[src/rtl/cov_monitor_if.sv]
// Bundle of sampling, clear and readback signals shared between cov_monitor and its driver.
interface cov_monitor_if #(
    parameter int CNT_W = 8
) ();
    logic             a;
    logic             b;
    logic             c;
    logic             sample_en;
    logic             clr;
    logic             rd_req;
    logic [2:0]       rd_sel;
    logic             rd_valid;
    logic [CNT_W-1:0] rd_data;
    logic [7:0]       hit_mask;
    logic             all_hit;
    logic             seq_hit;

    modport master (
        output a, b, c, sample_en, clr, rd_req, rd_sel,
        input  rd_valid, rd_data, hit_mask, all_hit, seq_hit
    );

    modport slave (
        input  a, b, c, sample_en, clr, rd_req, rd_sel,
        output rd_valid, rd_data, hit_mask, all_hit, seq_hit
    );
endinterface

[src/rtl/cov_monitor.sv]
// Functional-coverage monitor: eight saturating bin counters indexed by {a,b,c}, a hit mask,
// a registered readback port and a sticky detector for the ordered sample sequence 001->011->111.
module cov_monitor #(
    parameter int CNT_W = 8
) (
    input  logic          CLK,
    input  logic          RSTn,
    cov_monitor_if.slave  bus
);

    typedef enum logic [1:0] {
        S_IDLE = 2'd0,
        S_GOT1 = 2'd1,
        S_GOT2 = 2'd2,
        S_DONE = 2'd3
    } seq_state_t;

    logic [CNT_W-1:0] r_cnt [8];
    logic [7:0]       r_hit_mask;
    logic             r_rd_valid;
    logic [CNT_W-1:0] r_rd_data;
    logic             r_seq_hit;
    seq_state_t       r_state;
    seq_state_t       w_state_nxt;
    logic [2:0]       w_idx;
    logic             w_sample;

    function automatic logic [CNT_W-1:0] sat_inc(input logic [CNT_W-1:0] v);
        sat_inc = (v == {CNT_W{1'b1}}) ? v : v + {{(CNT_W-1){1'b0}}, 1'b1};
    endfunction

    assign w_idx    = {bus.a, bus.b, bus.c};
    // clr wins over a coincident sample, so the sample is simply never taken.
    assign w_sample = bus.sample_en & ~bus.clr;

    // Bin counters: saturating increment of the sampled bin.
    always_ff @(posedge CLK or negedge RSTn) begin
        if (!RSTn) begin
            for (int i = 0; i < 8; i++) begin
                r_cnt[i] <= {CNT_W{1'b0}};
            end
        end else if (bus.clr) begin
            for (int i = 0; i < 8; i++) begin
                r_cnt[i] <= {CNT_W{1'b0}};
            end
        end else if (w_sample) begin
            r_cnt[w_idx] <= sat_inc(r_cnt[w_idx]);
        end
    end

    // Hit mask: sticky per-bin flag.
    always_ff @(posedge CLK or negedge RSTn) begin
        if (!RSTn) begin
            r_hit_mask <= 8'h00;
        end else if (bus.clr) begin
            r_hit_mask <= 8'h00;
        end else if (w_sample) begin
            r_hit_mask <= r_hit_mask | (8'h01 << w_idx);
        end
    end

    // Readback: returns the count as it stood before this edge's update, clr included.
    always_ff @(posedge CLK or negedge RSTn) begin
        if (!RSTn) begin
            r_rd_valid <= 1'b0;
            r_rd_data  <= {CNT_W{1'b0}};
        end else begin
            r_rd_valid <= bus.rd_req;
            r_rd_data  <= bus.rd_req ? r_cnt[bus.rd_sel] : {CNT_W{1'b0}};
        end
    end

    // Sequence detector next state; only sample cycles move it.
    always_comb begin
        w_state_nxt = r_state;
        if (w_sample) begin
            case (r_state)
                S_IDLE:  w_state_nxt = (w_idx == 3'b001) ? S_GOT1 : S_IDLE;
                S_GOT1: begin
                    if (w_idx == 3'b011) begin
                        w_state_nxt = S_GOT2;
                    end else if (w_idx == 3'b001) begin
                        w_state_nxt = S_GOT1;
                    end else begin
                        w_state_nxt = S_IDLE;
                    end
                end
                S_GOT2: begin
                    if (w_idx == 3'b111) begin
                        w_state_nxt = S_DONE;
                    end else if (w_idx == 3'b001) begin
                        w_state_nxt = S_GOT1;
                    end else begin
                        w_state_nxt = S_IDLE;
                    end
                end
                S_DONE:  w_state_nxt = S_DONE;
                default: w_state_nxt = S_IDLE;
            endcase
        end else begin
            w_state_nxt = r_state;
        end
    end

    // Sequence state register with its registered done flag.
    always_ff @(posedge CLK or negedge RSTn) begin
        if (!RSTn) begin
            r_state   <= S_IDLE;
            r_seq_hit <= 1'b0;
        end else if (bus.clr) begin
            r_state   <= S_IDLE;
            r_seq_hit <= 1'b0;
        end else begin
            r_state   <= w_state_nxt;
            r_seq_hit <= (w_state_nxt == S_DONE);
        end
    end

    assign bus.rd_valid = r_rd_valid;
    assign bus.rd_data  = r_rd_data;
    assign bus.hit_mask = r_hit_mask;
    assign bus.all_hit  = (r_hit_mask == 8'hFF);
    assign bus.seq_hit  = r_seq_hit;

endmodule

[src/flat_wrapper.sv]
// flat-port wrapper written by rule: the top's interface ports become plain ports
module cov_monitor_flat 
#(
    parameter int CNT_W = 8
)
  (CLK, RSTn, bus_a, bus_b, bus_c, bus_sample_en, bus_clr, bus_rd_req, bus_rd_sel, bus_rd_valid, bus_rd_data, bus_hit_mask, bus_all_hit, bus_seq_hit);
  cov_monitor_if #(.CNT_W(CNT_W)) bus_i ();
  input  logic CLK;
  input  logic RSTn;
  input wire logic [$bits(bus_i.a)-1:0] bus_a;
  input wire logic [$bits(bus_i.b)-1:0] bus_b;
  input wire logic [$bits(bus_i.c)-1:0] bus_c;
  input wire logic [$bits(bus_i.sample_en)-1:0] bus_sample_en;
  input wire logic [$bits(bus_i.clr)-1:0] bus_clr;
  input wire logic [$bits(bus_i.rd_req)-1:0] bus_rd_req;
  input wire logic [$bits(bus_i.rd_sel)-1:0] bus_rd_sel;
  output wire logic [$bits(bus_i.rd_valid)-1:0] bus_rd_valid;
  output wire logic [$bits(bus_i.rd_data)-1:0] bus_rd_data;
  output wire logic [$bits(bus_i.hit_mask)-1:0] bus_hit_mask;
  output wire logic [$bits(bus_i.all_hit)-1:0] bus_all_hit;
  output wire logic [$bits(bus_i.seq_hit)-1:0] bus_seq_hit;
  assign bus_i.a = bus_a;
  assign bus_i.b = bus_b;
  assign bus_i.c = bus_c;
  assign bus_i.sample_en = bus_sample_en;
  assign bus_i.clr = bus_clr;
  assign bus_i.rd_req = bus_rd_req;
  assign bus_i.rd_sel = bus_rd_sel;
  assign bus_rd_valid = bus_i.rd_valid;
  assign bus_rd_data = bus_i.rd_data;
  assign bus_hit_mask = bus_i.hit_mask;
  assign bus_all_hit = bus_i.all_hit;
  assign bus_seq_hit = bus_i.seq_hit;
  cov_monitor #(.CNT_W(CNT_W)) u_core (.CLK(CLK), .RSTn(RSTn), .bus(bus_i));
endmodule
[config.mk]
export PLATFORM = sky130hd
export DESIGN_NAME = cov_monitor_flat
export DESIGN_NICKNAME = d
export VERILOG_FILES = /design/src/rtl/cov_monitor_if.sv /design/src/rtl/cov_monitor.sv /design/src/flat_wrapper.sv
export SDC_FILE = /design/constraint.sdc
export NUM_CORES = 1
export LEC_CHECK = 0
export ABC_AREA = 1
export CAP_MARGIN = 20
export CORE_UTILIZATION = 55
export CTS_CLUSTER_DIAMETER = 100
export DETAILED_ROUTE_END_ITERATION = 8
export DONT_BUFFER_PORTS = 1
export GPL_TIMING_DRIVEN = 0
export PLACE_DENSITY = 0.69
export SKIP_CTS_REPAIR_TIMING = 1
export SYNTH_ARGS = -nofsm -noshare
export SYNTH_HDL_FRONTEND = slang
export SYNTH_SLANG_ARGS = --single-unit
[constraint.sdc]
create_clock -name CLK -period 3.8 [get_ports CLK]
set_input_delay 0.57 -clock CLK [delete_from_list [all_inputs] [get_ports CLK]]
set_output_delay 0.57 -clock CLK [all_outputs]
set_load 0.005 [all_outputs]
After elaboration in Yosys (flattened, before gate mapping) --
Index checks and enable logic that the tools add are counted.
Operators by class: add/sub/neg operators 1, order comparisons 3, equal/unequal tests 9, shift-type cells 1, multiplexer cells 22, bitwise operators 5, reduce and logical (&&, ||, !) cells 3
Operators with widths (count):
- 2-to-1 mux 64 bit | 2
- 2-to-1 mux 8 bit | 9
- bitwise mux 64 bit | 1
- binary-select mux 8 bit (select 3 bit) | 2
- demux 8 bit (select 3 bit) | 1
- equality test 8 bit (second input constant) | 2
- adder 8 x 1 -> 8 bit (second input constant) | 1
- >= comparator 4 bit (second input constant) | 2
- 2-to-1 mux 2 bit | 4
- NOT 3 -> 4 bit | 2
- OR 8 bit | 1
- one-hot mux 2 bit (4 select lines) | 1
- left shift 1 x 3 -> 8 bit (first input constant) | 1
- equality test 2 bit (second input constant) | 3
- < comparator 4 x 1 -> 1 bit (second input constant) | 1
- equality test 3 x 1 -> 1 bit (second input constant) | 1
- equality test 3 x 2 -> 1 bit (second input constant) | 1
- equality test 3 bit (second input constant) | 1
- equality test 2 x 1 -> 1 bit (second input constant) | 1
- zero test 2 bit | 1
- 2-to-1 mux 1 bit | 2
- nonzero test 2 bit | 1
- bitwise AND 1 bit | 1
- logical AND 1 bit | 1
- NOT 1 bit | 1
Word-level totals: bits in registers 84, output and inout bits 19, word-level logic and storage cells 57

Depth between registers and ports, before layout --
word-level depth 9, gate-level depth with buffers 18, mapped depth without buffers 16

Worst setup path after synthesis --
Ideal clock, no wire load.
kind input -> register, start input bus_c, end register u_core.r_cnt[14] (netlist bit), setup time 0.126 ns, data arrival time 2.309 ns, data required time 3.674 ns, slack 1.365 ns, stages 15, path through buf_2 > buf_4 > nor2_2 > a21oi_1 > nand3_1 > nand2_1 > inv_1 > ha_1 > inv_1 > a21oi_2 > nand2_2 > nor2_4 > nand2_1 > nand2_1 > o21ai_0
On the way: cells in the longest elaborated chain, start to end 9, elaborated cells between the ends (all ways) 15
RTL lines:
- start, declared | RTL line flat_wrapper.sv:12 | input wire logic [$bits(bus_i.c)-1:0] bus_c;
- NOT 3 -> 4 bit (not written as such) (*) | RTL line cov_monitor.sv:47 | r_cnt[w_idx] <= sat_inc(r_cnt[w_idx]);
- binary-select mux 8 bit (select 3 bit) | RTL line cov_monitor.sv:47
- 2-to-1 mux 8 bit (not written as such) (2 in series) | RTL line cov_monitor.sv:47
- adder 8 x 1 -> 8 bit / equality test 8 bit (equally long branches) | RTL line cov_monitor.sv:29 | sat_inc = (v == {CNT_W{1'b1}}) ? v : v + {{(CNT_W-1){1'b0}}, 1'b1};
- 2-to-1 mux 8 bit | RTL line cov_monitor.sv:29
- bitwise mux 64 bit (*) | RTL line cov_monitor.sv:47
- 2-to-1 mux 64 bit (*) | RTL line cov_monitor.sv:46 | end else if (w_sample) begin
- 2-to-1 mux 64 bit (*) | RTL line cov_monitor.sv:42 | end else if (bus.clr) begin
- end signal, assigned by index | RTL line cov_monitor.sv:40 | r_cnt[i] <= {CNT_W{1'b0}};
- end signal, assigned by index | RTL line cov_monitor.sv:44 | r_cnt[i] <= {CNT_W{1'b0}};
- end signal, assigned by index | RTL line cov_monitor.sv:47
- end, declared | RTL line cov_monitor.sv:18 | logic [CNT_W-1:0] r_cnt [8];
Every way passes the cells marked *; elsewhere a longest branch is shown, timed or not. The select of a mux whose other input is x is not followed. A chain may end at the register's enable or synchronous reset.

Final worst setup path --
start input bus_c, end register u_core.r_cnt[50] (netlist bit)
The elaborated chain is that of the path after synthesis.

==> results.txt <==
Number of standard cells in the final layout excluding fillers: 788. The library cell occupying the most area in the post-synthesis netlist was sky130_fd_sc_hd__dfrtp_1. For the number of unique standard cell types used by synthesis, the log shows 26.

Dividing the final minimum period by the clock period gives 69.20%. After detailed routing, the wire length on met1 is 5814 um. The post-route core utilization was 62.83%. The routed layout has 4542 vias.

TritonCTS built the clock tree. The synthesized net count is 681, and the leakage dissipation is 2.638 nW. The power density over the cells is 361.0 mW/mm2, and the initial core utilization is 58.22%. The tools report the number of search-and-repair iterations in the first detailed-routing pass as 5.

Dividing the detail-routed via count by the number of cells gives 5.764. In this design, the critical path's most frequently occurring cell is sky130_fd_sc_hd__nand2_1. In this run, synthesis produced a sequential element count of 84.

The library cell used most frequently in the layout, excluding fill and tap cells, is sky130_fd_sc_hd__nand2_1. The floorplan step defined a die boundary enclosing 0.008718 mm2. The count of mapped cells out of synthesis was 669; the post-synthesis simple-gate area fraction was 36.92%.

The worst hold path belongs to the class primary input to asynchronous set/reset pin. Count of cells along the worst register-to-register path: 15. The total global routing overflow was 0. Post-layout worst setup margin: 1.170 ns. The worst setup path is of the primary input to flip-flop kind. In this run, CTS created clock tree buffers numbering 9. Across the VDD grid, the largest voltage drop is 0.2606 mV. The total of fill cells in the finished design was 722; the hold slack was 0.1012 ns. Global routing consumed, over all layers together, 34.67% of the routing resources. For the final routed database, the setup TNS stands at 0 ns. Pin placement for this block handled 30 I/O pins.

The H-tree was split into 3 levels. The tools report the type of element launching the critical path as a primary input. Capture instance of the worst register-to-register path: u_core.r_cnt[50]. After detailed routing, the average wire length per cell comes to 17.76 um. Summing all placed instances gives a cell area of 0.004720 mm2. Setup violations remaining at the end of the flow were counted as 0. The logs give 0 for the number of hold violations in the final report and 0.9626 for the placer congestion estimate. Dominant combinational cell family by area after synthesis: simple AND/OR/NAND/NOR gates. Final-report max-slew violation count: 0.

The antenna cell count came out at 0. Setup repair after global routing left no endpoint under its margin. In this run, placement finished with an instance count of 771.

The largest clock skew in the final design is 0.01219 ns. The clock sink count came out at 84. The die is 93.37 um wide. Walking the worst path, the cells encountered are buf_2 -> buf_2 -> nand2_1 -> inv_1 -> nand2_1 -> nand4_1 -> nand2_1 -> inv_1 -> ha_1 -> inv_1 -> a21oi_2 -> nand2_2 -> nor2_4 -> nand2_4 -> o21ai_2 -> nand2_1 -> nand2_1. After floorplanning, the core was sized to cover 0.007888 mm2. Summed over all nets, wire length on met3 after detailed routing comes to 1152 um. Entering global routing, the biggest net connects 85 pins. The logs give 0.37 ns for the clock latency of the later-clocked register in the worst-skew pair and 0.004592 mm2 for the synthesized area. Headroom to the max-slew limit came out at 36.26%. The final layout contains routed wiring with a total length of 14000 um. Ranked by total cell area, the synthesized netlist is headed by sky130_fd_sc_hd__dfrtp_1, sky130_fd_sc_hd__nand2_1, sky130_fd_sc_hd__o21ai_0.

Clock-pin slew was measured on the worst setup and hold paths at 0.09 ns. The post-synthesis adder-cell area fraction was 0.2725%. Clock tree synthesis selected as its root buffer the cell sky130_fd_sc_hd__clkbuf_8. Summing all non-filler instances in the final layout gives an area of 0.004956 mm2.

The area growth from synthesis to layout was 7.929%. The xor and xnor area share after synthesis was 0%; the first-pass GRT wire length was 22470 um. The critical path capture point type is a flip-flop. After detailed routing, no signal wire sits above met4. The number of warning messages in the yosys log is 0. The worst register-to-register path begins at u_core.r_cnt[0].

During placement, the flow inserted port buffers numbering 0. The synthesized netlist devotes 10.95% of its cell area to compound gates. The number of DRC violations after detailed routing came out at 0.

After legalization and detailed placement, the total HPWL measured 9656 um. After floorplanning, the core was divided into 32 placement rows. Data on the critical path is required at its endpoint by 4.10 ns.

Of the cells placed in the final design, the portion with a size suffix greater than 1 is 6.122%. In the layout the commonest cells are sky130_fd_sc_hd__nand2_1, sky130_fd_sc_hd__dfrtp_1, sky130_fd_sc_hd__nor2_1. The internal reg-to-reg setup slack is 1.54 ns, and the remaining antenna violation count is 0. For the total met2 wirelength after detailed routing, the log shows 6584 um. The cell with the biggest individual delay on the critical path was sky130_fd_sc_hd__buf_2. The slew at the pin closest to its max-slew limit works out to 0.9560 ns. The overall power is 1.789 mW, and the final net count is 693.

Based on the critical path, the design can be clocked at up to 0.3803 GHz. Data on the critical path arrives at its endpoint at 2.93 ns. The delay of the slowest cell on the worst path came out at 0.24 ns. The portion of synthesized area spent on multiplexers is 0%. The final critical path time including I/O delays and setup came out at 2.630 ns. The maximum fanout encountered on the critical timing path was 10; the average footprint of a synthesized cell was 6.864 um2. Number of global-route vias before repair: 4462. The number of max-cap violations was 0. Register area share after synthesis: 45.78%. The flow ran to the end, and the final reports show no timing, DRC or antenna violations. For the post-placement worst setup slack, the log shows 0.8616 ns. The logs give 2 for the maximum count of clock buffers along a single path and 0 for the initial antenna violation count. Overall die height: 93.37 um. The DRC marker count from the first detailed-route iteration came out at 418. Of the post-synthesis cell area, the dominant cell type holds 45.78%.
## worst max-delay path: cells and delay by family
kind            cells  cell delay [ns]
compound gates      2             0.39
simple gates        9             1.05
buf+inv             5             0.73
fa+ha+maj           1             0.17
## cells by family after synthesis
group / Yosys count
buffers and inverters: 69
DFF: 84
and+or+nand+nor: 422
adders and majority gates: 1
AOI/OAI and AO/OA: 93
## layout make-up
type                            instances  area [um2]  share of cell area (%)
Tap cell                              102       127.6                   2.575
Clock buffer                           12       135.1                   2.727
Multi-Input combinational cell        516        2211                   44.61
Buffer                                 23       106.4                   2.146
Inverter                               46       172.7                   3.484
Sequential cell                        84        2102                   42.41
Clock inverter                          4       73.82                   1.490
Timing Repair Buffer                    1       27.53                  0.5554
## cell usage after synthesis
cell and instances:
sky130_fd_sc_hd__nand3_2 2, sky130_fd_sc_hd__nor3_1 1, sky130_fd_sc_hd__a21oi_1 14, sky130_fd_sc_hd__a22oi_1 4, sky130_fd_sc_hd__nor2_4 1, sky130_fd_sc_hd__o21ai_2 1, sky130_fd_sc_hd__nand3_1 40, sky130_fd_sc_hd__a21oi_2 1
sky130_fd_sc_hd__o21bai_1 1, sky130_fd_sc_hd__a31oi_1 8, sky130_fd_sc_hd__inv_1 42, sky130_fd_sc_hd__buf_4 4, sky130_fd_sc_hd__ha_1 1, sky130_fd_sc_hd__o21ai_0 50, sky130_fd_sc_hd__nor2_1 57, sky130_fd_sc_hd__inv_2 4
sky130_fd_sc_hd__nand2_2 7, sky130_fd_sc_hd__nor2_2 3, sky130_fd_sc_hd__clkbuf_1 15, sky130_fd_sc_hd__buf_2 4, sky130_fd_sc_hd__nand4_1 3, sky130_fd_sc_hd__nand2_1 307, sky130_fd_sc_hd__o21ai_1 8, sky130_fd_sc_hd__nand2_4 1
sky130_fd_sc_hd__dfrtp_1 84, sky130_fd_sc_hd__o22ai_1 6
## flip-flops by register name (all words and copies together) (netlist names)
| name | count |
|---|---|
| u_core.r_cnt | 64 |
| u_core.bus.hit_mask | 8 |
| u_core.bus.rd_data | 8 |
| u_core.r_state | 2 |
| u_core.bus.rd_valid | 1 |
| u_core.bus.seq_hit | 1 |
## routing by layer
metal	global-route usage, %	up-vias
li1	-	2145
met1	44.87	2131
met2	56.31	230
met3	4.715	36
met4	18.85	0
met5	0	-
## power breakdown
| group | switching (mW) | internal, mW | total (mW) |
|---|---|---|---|
| logic | 0.133 | 0.0391 | 0.172 |
| clock network | 0.327 | 0.372 | 0.699 |
| registers | 0.0105 | 0.907 | 0.918 |
## worst max path at each step
stage                     slack (ns)   from  cells past startpoint               end
after global placement          0.89  bus_c                     16  u_core.r_cnt[54]
after CTS                       1.22  bus_c                     17  u_core.r_cnt[15]
after detailed placement        0.86  bus_c                     16  u_core.r_cnt[14]
after floorplan                 1.36  bus_c                     15  u_core.r_cnt[14]
after global routing            0.94  bus_c                     17  u_core.r_cnt[42]
final                           1.17  bus_c                     17  u_core.r_cnt[50]
Power figures use the tool's default switching activity.
